<file path="src/rtl/vc4000_cart_loader.sv">
// Cartridge loader: zero-fills the VC4000 ROM, then streams hps_io download bytes
// through a small write FIFO into the ROM port while holding the core in reset.
module vc4000_cart_loader #(
  parameter int         AW         = 15,
  parameter int         FIFO_DEPTH = 4,
  parameter logic [7:0] CART_INDEX = 8'd1
) (
  input  logic          clk,
  input  logic          reset_n,
  input  logic          ioctl_download,
  input  logic [7:0]    ioctl_index,
  input  logic          ioctl_wr,
  input  logic [24:0]   ioctl_addr,
  input  logic [7:0]    ioctl_dout,
  output logic          ioctl_wait,
  output logic          mem_we,
  output logic [AW-1:0] mem_addr,
  output logic [7:0]    mem_din,
  input  logic          mem_ready,
  output logic [AW:0]   cart_size,
  output logic          cart_loaded,
  output logic          hold_reset
);

  localparam int PW = $clog2(FIFO_DEPTH);
  localparam logic [PW:0] FULL_LVL = (PW+1)'(FIFO_DEPTH);
  localparam logic [PW:0] WAIT_LVL = (PW+1)'(FIFO_DEPTH - 1);

  typedef enum logic [2:0] {
    S_IDLE,
    S_CLEAR,
    S_LOAD,
    S_DRAIN,
    S_DONE
  } state_t;

  state_t        r_state, w_state_nxt;
  logic          r_dl_prev;
  logic [AW-1:0] r_clr_addr, w_clr_addr_nxt;
  logic          r_wait, w_wait_nxt;
  logic          r_mem_we, w_mem_we_nxt;
  logic [AW-1:0] r_mem_addr, w_mem_addr_nxt;
  logic [7:0]    r_mem_din, w_mem_din_nxt;
  logic [AW:0]   r_cart_size, w_cart_size_nxt;
  logic          r_cart_loaded, w_cart_loaded_nxt;
  logic          r_hold_reset, w_hold_reset_nxt;
  logic          r_overflow, w_overflow_nxt;
  logic [PW-1:0] r_wr_ptr, w_wr_ptr_nxt;
  logic [PW-1:0] r_rd_ptr, w_rd_ptr_nxt;
  logic [PW:0]   r_count, w_count_nxt;
  logic [AW-1:0] r_fifo_addr [FIFO_DEPTH];
  logic [7:0]    r_fifo_data [FIFO_DEPTH];

  logic          w_push;
  logic          w_pop;
  logic          w_accept;
  logic          w_start;
  logic          w_addr_oob;
  logic [AW:0]   w_size_cand;

  assign w_accept    = r_mem_we & mem_ready;
  assign w_start     = ioctl_download & ~r_dl_prev & (ioctl_index == CART_INDEX);
  assign w_addr_oob  = (ioctl_addr >> AW) != 25'd0;
  assign w_size_cand = {1'b0, ioctl_addr[AW-1:0]} + {{AW{1'b0}}, 1'b1};

  always_comb begin
    w_state_nxt       = r_state;
    w_clr_addr_nxt    = r_clr_addr;
    w_wait_nxt        = r_wait;
    w_mem_we_nxt      = r_mem_we;
    w_mem_addr_nxt    = r_mem_addr;
    w_mem_din_nxt     = r_mem_din;
    w_cart_size_nxt   = r_cart_size;
    w_cart_loaded_nxt = r_cart_loaded;
    w_hold_reset_nxt  = r_hold_reset;
    w_overflow_nxt    = r_overflow;
    w_wr_ptr_nxt      = r_wr_ptr;
    w_rd_ptr_nxt      = r_rd_ptr;
    w_count_nxt       = r_count;
    w_push            = 1'b0;
    w_pop             = 1'b0;

    case (r_state)
      S_IDLE: begin
        if (w_start) begin
          w_state_nxt       = S_CLEAR;
          w_clr_addr_nxt    = '0;
          w_cart_loaded_nxt = 1'b0;
          w_cart_size_nxt   = '0;
          w_hold_reset_nxt  = 1'b1;
          w_wait_nxt        = 1'b1;
          w_overflow_nxt    = 1'b0;
          w_wr_ptr_nxt      = '0;
          w_rd_ptr_nxt      = '0;
          w_count_nxt       = '0;
          w_mem_we_nxt      = 1'b1;
          w_mem_addr_nxt    = '0;
          w_mem_din_nxt     = 8'h00;
        end
      end

      // The zero write is kept posted on mem_* and only advanced once accepted.
      S_CLEAR: begin
        if (!ioctl_download) begin
          w_state_nxt       = S_IDLE;
          w_cart_loaded_nxt = 1'b0;
          w_hold_reset_nxt  = 1'b0;
          w_wait_nxt        = 1'b0;
          w_mem_we_nxt      = 1'b0;
        end else if (w_accept) begin
          if (r_clr_addr == {AW{1'b1}}) begin
            w_state_nxt  = S_LOAD;
            w_mem_we_nxt = 1'b0;
          end else begin
            w_clr_addr_nxt = r_clr_addr + 1'b1;
            w_mem_addr_nxt = r_clr_addr + 1'b1;
          end
        end
      end

      S_LOAD, S_DRAIN: begin
        if (r_state == S_LOAD && ioctl_wr) begin
          if (w_addr_oob || r_count == FULL_LVL) begin
            w_overflow_nxt = 1'b1;
          end else begin
            w_push = 1'b1;
            if (w_size_cand > r_cart_size) begin
              w_cart_size_nxt = w_size_cand;
            end
          end
        end

        w_pop = (r_count != '0) && (!r_mem_we || w_accept);
        if (w_pop) begin
          w_mem_we_nxt   = 1'b1;
          w_mem_addr_nxt = r_fifo_addr[r_rd_ptr];
          w_mem_din_nxt  = r_fifo_data[r_rd_ptr];
          w_rd_ptr_nxt   = r_rd_ptr + 1'b1;
        end else if (w_accept) begin
          w_mem_we_nxt = 1'b0;
        end

        if (w_push) begin
          w_wr_ptr_nxt = r_wr_ptr + 1'b1;
        end
        if (w_push && !w_pop) begin
          w_count_nxt = r_count + 1'b1;
        end else if (!w_push && w_pop) begin
          w_count_nxt = r_count - 1'b1;
        end

        // The spare slot absorbs the one strobe hps_io may send after wait rises.
        if (r_state == S_LOAD) begin
          w_wait_nxt = (w_count_nxt >= WAIT_LVL);
          if (!ioctl_download) begin
            w_state_nxt = S_DRAIN;
          end
        end else if (r_count == '0 && !r_mem_we) begin
          w_state_nxt = S_DONE;
        end
      end

      S_DONE: begin
        w_cart_loaded_nxt = ~r_overflow;
        w_hold_reset_nxt  = 1'b0;
        w_wait_nxt        = 1'b0;
        w_state_nxt       = S_IDLE;
      end

      default: begin
        w_state_nxt = S_IDLE;
      end
    endcase
  end

  always_ff @(posedge clk or negedge reset_n) begin
    if (!reset_n) begin
      r_state       <= S_IDLE;
      r_dl_prev     <= 1'b0;
      r_clr_addr    <= '0;
      r_wait        <= 1'b0;
      r_mem_we      <= 1'b0;
      r_mem_addr    <= '0;
      r_mem_din     <= 8'h00;
      r_cart_size   <= '0;
      r_cart_loaded <= 1'b0;
      r_hold_reset  <= 1'b0;
      r_overflow    <= 1'b0;
      r_wr_ptr      <= '0;
      r_rd_ptr      <= '0;
      r_count       <= '0;
    end else begin
      r_state       <= w_state_nxt;
      r_dl_prev     <= ioctl_download;
      r_clr_addr    <= w_clr_addr_nxt;
      r_wait        <= w_wait_nxt;
      r_mem_we      <= w_mem_we_nxt;
      r_mem_addr    <= w_mem_addr_nxt;
      r_mem_din     <= w_mem_din_nxt;
      r_cart_size   <= w_cart_size_nxt;
      r_cart_loaded <= w_cart_loaded_nxt;
      r_hold_reset  <= w_hold_reset_nxt;
      r_overflow    <= w_overflow_nxt;
      r_wr_ptr      <= w_wr_ptr_nxt;
      r_rd_ptr      <= w_rd_ptr_nxt;
      r_count       <= w_count_nxt;
    end
  end

  // Buffer storage needs no reset; occupancy is tracked by the pointers and count.
  always_ff @(posedge clk) begin
    if (w_push) begin
      r_fifo_addr[r_wr_ptr] <= ioctl_addr[AW-1:0];
      r_fifo_data[r_wr_ptr] <= ioctl_dout;
    end
  end

  assign ioctl_wait  = r_wait;
  assign mem_we      = r_mem_we;
  assign mem_addr    = r_mem_addr;
  assign mem_din     = r_mem_din;
  assign cart_size   = r_cart_size;
  assign cart_loaded = r_cart_loaded;
  assign hold_reset  = r_hold_reset;

endmodule

</file>
<file path="config.mk">
export PLATFORM = sky130hd
export DESIGN_NAME = vc4000_cart_loader
export DESIGN_NICKNAME = d
export VERILOG_FILES = /design/src/rtl/vc4000_cart_loader.sv
export SDC_FILE = /design/constraint.sdc
export NUM_CORES = 1
export LEC_CHECK = 0
export ABC_AREA = 0
export CAP_MARGIN = 20
export CORE_ASPECT_RATIO = 1.75
export CORE_MARGIN = 2
export CORE_UTILIZATION = 55
export CTS_CLUSTER_SIZE = 28
export DETAILED_ROUTE_END_ITERATION = 7
export PLACE_DENSITY = 0.79
export SYNTH_ARGS = -nofsm -noshare
export SYNTH_HDL_FRONTEND = slang
export SYNTH_SLANG_ARGS = --single-unit
</file>
<file path="constraint.sdc">
create_clock -name clk -period 3.8 [get_ports clk]
set_clock_uncertainty 0.2 [all_clocks]
set_input_delay 0.76 -clock clk [delete_from_list [all_inputs] [get_ports clk]]
set_output_delay 0.76 -clock clk [all_outputs]
set_load 0.01 [all_outputs]
</file>
# [Word level (Yosys, flattened, before mapping)]
# Memory sizes are Yosys's and may differ from the RTL's.
# Cells that the tools add are included.
[word_totals] reg_bits=70 latchBits=0 ramBits=92 rom_bits=0 in_bits=46 output_inout_bits=43 elab_cells=139 memories=2
[op_classes] addsub=6 n_mul=0 n_div=0 n_lt_le_gt_ge=2 eq_ne=24 shift=0 mux=55 bitwise=5 n_reduce_logical=31
[memory_table] memory="r_fifo_addr" depth=4 width=15 rd=1 rd_ports_with_merged_regs=0 wr=1 line_no="51" text="logic [AW-1:0] r_fifo_addr [FIFO_DEPTH];"
[memory_table] memory="r_fifo_data" depth=4 width=8 rd=1 rd_ports_with_merged_regs=0 wr=1 line_no="52" text="logic [7:0] r_fifo_data [FIFO_DEPTH];"
[op_table] operator="$mux W15" count=5
[op_table] operator="$mux W16" count=4
[op_table] operator="$pmux W15 S3" count=1
[op_table] operator="$mux W3" count=11
[op_table] operator="$pmux W16 S2" count=1
[op_table] operator="$pmux W15 S2" count=1
[op_table] operator="$reduce_bool A25 Y1" count=1
[op_table] operator="$ne A2 B2 Y1 const B" count=11
[op_table] operator="$reduce_and A5 Y1" count=4
[op_table] operator="$mux W1" count=17
[op_table] operator="$add A15 B1 Y16 const B" count=1
[op_table] operator="$gt A16 B16 Y1" count=1
[op_table] operator="$mux W8" count=2
[op_table] operator="$pmux W8 S2" count=1
[op_table] operator="$add A15 B1 Y15 const B" count=1
[op_table] operator="$eq A15 B15 Y1 const B" count=1
[op_table] operator="$ne A3 B3 Y1 const B" count=5
[op_table] operator="$pmux W1 S3" count=3
[op_table] operator="$pmux W3 S3" count=1
[op_table] operator="$reduce_and A3 Y1" count=3
[op_table] operator="$reduce_bool A3 Y1" count=3
[op_table] operator="$eq A8 B1 Y1 const B" count=1
[op_table] operator="$pmux W2 S2" count=2
[op_table] operator="$reduce_and A4 Y1" count=2
[op_table] operator="23 further kinds" count=40

# [Longest topological paths before layout]
[depth] depth_word=13 ltp_mapped=14 depth_no_buf=13

# [Worst setup path before layout]
# Ideal clock, no wire load.
[synth_path] path_type="input port to flip-flop" startpoint="input port ioctl_addr[3]" endpoint="register r_cart_size[10] (netlist: cart_size[10])" setup_time_ns=0.066 arrival_ns=3.282 required_time_ns=3.534 slack_ns=0.252 cell_stages=12 path_buffers=1 cell_sequence="nand3_1 -> nor3_1 -> and4_1 -> xor2_1 -> ha_1 -> a21oi_1 -> nor3_1 -> nor4_1 -> nand3_2 -> o21ai_2 -> buf_6 -> a22o_1"
[synth_via] elab_chain_len=5 word_cells_on_any_way=8 cone_classes="1 x add/sub; 1 x order compare; 1 x eq/ne; 4 x mux; 1 x reduce/logical"
[synth_lines] item="from (decl)" line_no="13" text="input logic [24:0] ioctl_addr,"
[synth_lines] item="$add A15 B1 Y16 (*)" line_no="64" text="assign w_size_cand = {1'b0, ioctl_addr[AW-1:0]} + {{AW{1'b0}}, 1'b1};"
[synth_lines] item="parallel branches: the longest is 4 deep, another holds $gt A16 B16 Y1"
[synth_lines] item="to (signal assigned)" line_no="200" text="r_cart_size <= w_cart_size_nxt;"
[synth_lines] item="to (decl)" line_no="44" text="logic [AW:0] r_cart_size, w_cart_size_nxt;"
# Mark *: on every way between the ends. The select of a mux whose other input is x is not followed.
# A chain may end at the register's enable or synchronous reset.

# [Worst setup path in the final report]
[layout_path] startpoint="input port ioctl_addr[6]" endpoint="register r_cart_size[13] (netlist: cart_size[13])"
# The elaborated chain is that of the path after synthesis.

==> impl_summary.log <==
INFO  metric num_io_pins = 89
INFO  metric synthArstFlopShare = 0.4321
INFO  metric tritoncts = yes
INFO  metric clkLatencyLatePin = 0.42 ns
INFO  metric tritoncts_num_sinks = 162
INFO  metric die_height = 159.7 um
INFO  metric mostFrequentLayoutCells = sky130_fd_sc_hd__edfxtp_1 (92), sky130_fd_sc_hd__clkdlybuf4s50_1 (83), sky130_fd_sc_hd__dfrtp_1 (70), sky130_fd_sc_hd__nand2_1 (52), sky130_fd_sc_hd__buf_4 (51)
INFO  metric synth_ff_type = sky130_fd_sc_hd__edfxtp_1
INFO  metric routability_congestion_estimate = 0.8459
INFO  metric net_switching_power = 0.001816 W
INFO  metric cp.required = 3.90 ns
INFO  metric area_growth_syn_to_layout = 27.21%
INFO  metric hold_ep = hold_reset
INFO  metric final_hold_violations = 0
INFO  metric power_per_cell_area = 593.5 nW/um2
INFO  metric final_nets = 782
INFO  metric drt-pass1-iter-count = 5
INFO  metric crit_type = in2reg
INFO  metric relSlewSlack = 0.3722
INFO  metric post_synth.cell_area_avg = 13.36 um2
INFO  metric total_wirelength = 18,140 um
INFO  metric hpwl = 12,190 um
INFO  metric pwr-share-seq = 0.392
INFO  metric drt_first_iter_violations = 348
INFO  metric period_share = 0.9683
INFO  metric post_route_setup_tns = 0 ns
INFO  metric post-synth-top-area-cell = sky130_fd_sc_hd__edfxtp_1
INFO  metric placeableCoreArea = 13,450 um2
INFO  metric grt_max_degree = 41
INFO  metric slew_at_the_pin_with_the_worst_max_slew_slack = 0.9417 ns
INFO  metric grt_setup_unrepaired = no
INFO  metric clockPowerShare = 0.301
INFO  metric dr_total_vias = 5,358
INFO  metric grt_usage = 0.2545
INFO  metric die_width = 92.95 um
INFO  metric number_of_synthesized_flops_with_an_enable_pin = 92
INFO  metric timing.reg2reg.worst_path_depth = 6
INFO  metric antenna_found_initial = 0
INFO  metric fmax = 0.2718 GHz
INFO  metric port-buffer-count = 88
INFO  metric r2r_end = mem_addr[1]
INFO  metric finalNonFillerCells = 898
INFO  metric finalCriticalPeriod = 3.680 ns
INFO  metric min-delay-path-class = reg2reg
INFO  metric grt_first_pass_wirelength = 28,970 um
INFO  metric mostFrequentLayoutCell = sky130_fd_sc_hd__edfxtp_1
INFO  metric sw_frac_of_total = 0.3158
INFO  metric root_buffer = sky130_fd_sc_hd__clkbuf_16
INFO  metric reg2reg_setup_slack = 0.88 ns
INFO  metric postSynthCellCount = 570
INFO  metric worst_setup_path_start_kind = input pin
INFO  metric fill_cells = 941
INFO  metric synth_top_family_by_area = simple AND/OR/NAND/NOR gates
INFO  metric synthesis_warning_total = 0
INFO  metric synth.mux.area_fraction = 0.09957
INFO  metric internal_power = 0.003933 W
INFO  metric crit-reg2reg-launch = r_clr_addr[0]
INFO  metric row_count = 56
INFO  metric power.ir.vdd_worst = 0.3220 mV
INFO  metric timing.critical_path.arrival = 3.78 ns
INFO  metric clock_tree.htree_level_count = 4
INFO  metric final_layout_size_suffix_gt1_frac = 0.2127
INFO  metric clk_path_buf_depth = 2
INFO  metric synth_simple_gate_area_share = 0.1025
INFO  metric yosys.area.top_type_share = 0.3628
INFO  metric clkTransAtPathRegs = 0.06 ns
INFO  metric synth_fa_ha_area_frac = 0.04108
INFO  metric tritoncts.num_buffers = 17
INFO  metric critPathCaptureType = flip-flop
INFO  metric synthesized_area_fraction_occupied_by_ao_oa_aoi_and_oai_cells = 0.1015
INFO  metric parity_gate_share_of_the_synthesized_area_counting_xor_and_xnor_cells = 0.03105
INFO  metric seq_area_frac_synth = 0.5928
INFO  metric worst_hold_startpoint = hold_reset
INFO  metric setup-violations-final = 0
INFO  metric post_synth_design_cell_area = 7615 um2
INFO  metric post_route_drc_violation_count = 0
INFO  metric worst_hold_path.num_cells = 2
INFO  metric antenna_cells = 0
INFO  metric finalPower = 0.005749 W
INFO  metric gr-total-overflow = 0
INFO  metric share_comb_of_total_power = 0.307
INFO  metric run_status = finished, final reports clean
INFO  metric ys_seq_elements = 162
INFO  metric synthesis.nets = 641
INFO  metric yosys.cell_types.count = 57
INFO  metric grt_pass1_vias = 5,583
INFO  metric route.antenna.remaining_nets = 0
INFO  metric slew_viol_final = 0
INFO  metric synth.top_cells.by_area = sky130_fd_sc_hd__edfxtp_1 (36%), sky130_fd_sc_hd__dfrtp_1 (23%), sky130_fd_sc_hd__mux4_2 (6.8%)
INFO  metric routed_via_density = 5.967
INFO  metric initial_core_util = 0.5660
INFO  metric timing.max_cap.violations = 0
INFO  metric worst-path-max-fanout = 6
INFO  metric cellLeakagePower = 3.772 nW
INFO  metric dp_cells = 861
INFO  metric post_drt_wl_per_cell = 20.20 um
INFO  metric die_area = 14,840 um2
[stage by stage]
step	hold slack [ns]	cell area, um2	util	worst slack [ns]
floorplan	0.2634	7615	-	0.2520
global placement	0.2867	8977	0.6673	-0.3889
detailed placement	0.2934	8977	0.6673	-0.5034
CTS	0.3079	9599	0.7135	0.0001412
global route	0.3160	9687	0.7201	0.01015
finish	0.3063	9687	0.7201	0.1203
[power groups by stage]
stage          sequential (W)  combinational, W  clock [W]
2_1_floorplan         0.00221           0.00116          0
3_3_place_gp          0.00227           0.00168          0
3_5_place_dp          0.00228           0.00173          0
4_1_cts               0.00225           0.00176    0.00175
5_1_grt               0.00228           0.00191    0.00182
6_report              0.00225           0.00176    0.00173
[Yosys cell counts (2+ instances only)]
library cell,count
sky130_fd_sc_hd__a21o_1,2
sky130_fd_sc_hd__a21oi_1,23
sky130_fd_sc_hd__a22o_1,24
sky130_fd_sc_hd__a31oi_1,3
sky130_fd_sc_hd__and2_1,5
sky130_fd_sc_hd__and3_1,5
sky130_fd_sc_hd__and4_1,3
sky130_fd_sc_hd__and4bb_1,2
sky130_fd_sc_hd__buf_1,2
sky130_fd_sc_hd__buf_2,7
sky130_fd_sc_hd__buf_4,2
sky130_fd_sc_hd__buf_6,2
sky130_fd_sc_hd__clkbuf_1,9
sky130_fd_sc_hd__dfrtp_1,70
sky130_fd_sc_hd__edfxtp_1,92
sky130_fd_sc_hd__ha_1,25
sky130_fd_sc_hd__inv_1,28
sky130_fd_sc_hd__mux2_2,7
sky130_fd_sc_hd__mux2_4,10
sky130_fd_sc_hd__mux4_2,23
sky130_fd_sc_hd__nand2_1,52
sky130_fd_sc_hd__nand2b_1,4
sky130_fd_sc_hd__nand3_1,18
sky130_fd_sc_hd__nand3_2,3
sky130_fd_sc_hd__nand4_1,9
sky130_fd_sc_hd__nor2_1,25
sky130_fd_sc_hd__nor2b_1,2
sky130_fd_sc_hd__nor3_1,8
sky130_fd_sc_hd__nor4_1,3
sky130_fd_sc_hd__o21ai_0,29
sky130_fd_sc_hd__o21ai_1,7
sky130_fd_sc_hd__o21ai_2,2
sky130_fd_sc_hd__o31ai_1,12
sky130_fd_sc_hd__or3_1,4
sky130_fd_sc_hd__xnor2_1,17
sky130_fd_sc_hd__xor2_1,10
[state kept, by name, indices dropped and copies added (netlist names)]
name,count
r_wr_ptr,2
ioctl_wait,1
r_fifo_data,32
mem_we,1
mem_din,8
r_state,3
r_count,3
r_fifo_addr,60
hold_reset,1
r_overflow,1
mem_addr,15
cart_loaded,1
r_rd_ptr,2
cart_size,16
r_clr_addr,15
r_dl_prev,1
[how the worst max path moves through the flow]
stage | from | endpoint | slack, ns | cells after the start
finish | ioctl_addr[6] | cart_size[13] | 0.12 | 14
global route | ioctl_addr[6] | cart_size[13] | 0.01 | 14
CTS | ioctl_addr[2] | cart_size[1] | 0.0001 | 14
detailed placement | ioctl_addr[3] | cart_size[13] | -0.50 | 12
global placement | ioctl_addr[0] | cart_size[10] | -0.39 | 13
floorplan | ioctl_addr[3] | cart_size[10] | 0.25 | 12
[worst max-delay path, cell delays in order]
cell	delay, ns
sky130_fd_sc_hd__clkdlybuf4s50_1	0.47
sky130_fd_sc_hd__and4_1	0.24
sky130_fd_sc_hd__and2_4	0.17
sky130_fd_sc_hd__buf_4	0.11
sky130_fd_sc_hd__nand4_1	0.15
sky130_fd_sc_hd__xnor2_2	0.19
sky130_fd_sc_hd__ha_1	0.31
sky130_fd_sc_hd__nand4_2	0.10
sky130_fd_sc_hd__or4_4	0.51
sky130_fd_sc_hd__a21o_1	0.19
sky130_fd_sc_hd__nand3_2	0.09
sky130_fd_sc_hd__o21ai_2	0.07
sky130_fd_sc_hd__buf_4	0.17
sky130_fd_sc_hd__a22o_1	0.24
[per-layer routing]
metal / up-vias / GRT usage / wire length [um]
met3: 31 / 0.04057 / 860
li1: 2421 / - / -
met5: - / 0 / 0
met4: 0 / 0.1036 / 439
met2: 198 / 0.4605 / 10050
met1: 2708 / 0.2965 / 6789
[kinds of logic (layout without fill, tap and decap cells)]
| logic type | count (synthesis) | count (layout) |
|---|---|---|
| AND/OR/NAND/NOR | 150 | 150 |
| AO/OA/AOI/OAI | 114 | 114 |
| buffers and inverters | 51 | 205 |
| multiplexers | 41 | 41 |
| adder cells (fa/ha/maj) | 25 | 25 |
| XOR/XNOR | 27 | 27 |
| flip-flops | 162 | 162 |
[final cells by class]
cell class                      count  area [um2]  area share
Sequential cell                   162        4514      0.4660
Multi-Input combinational cell    357        2912      0.3006
Timing Repair Buffer              145        1340      0.1383
Clock buffer                       17       425.4     0.04392
Tap cell                          174       217.7     0.02247
Clock inverter                     15       172.7     0.01782
Inverter                           28       105.1     0.01085
[repair_timing]
item	in CTS	in global routing
gates resized for setup	1	17
setup buffers	2	2
pin swaps	1	7
hold buffers	1	0
endpoints found under the hold margin	2	0
setup endpoints to repair	15	16
Power figures use the tool's default switching activity.
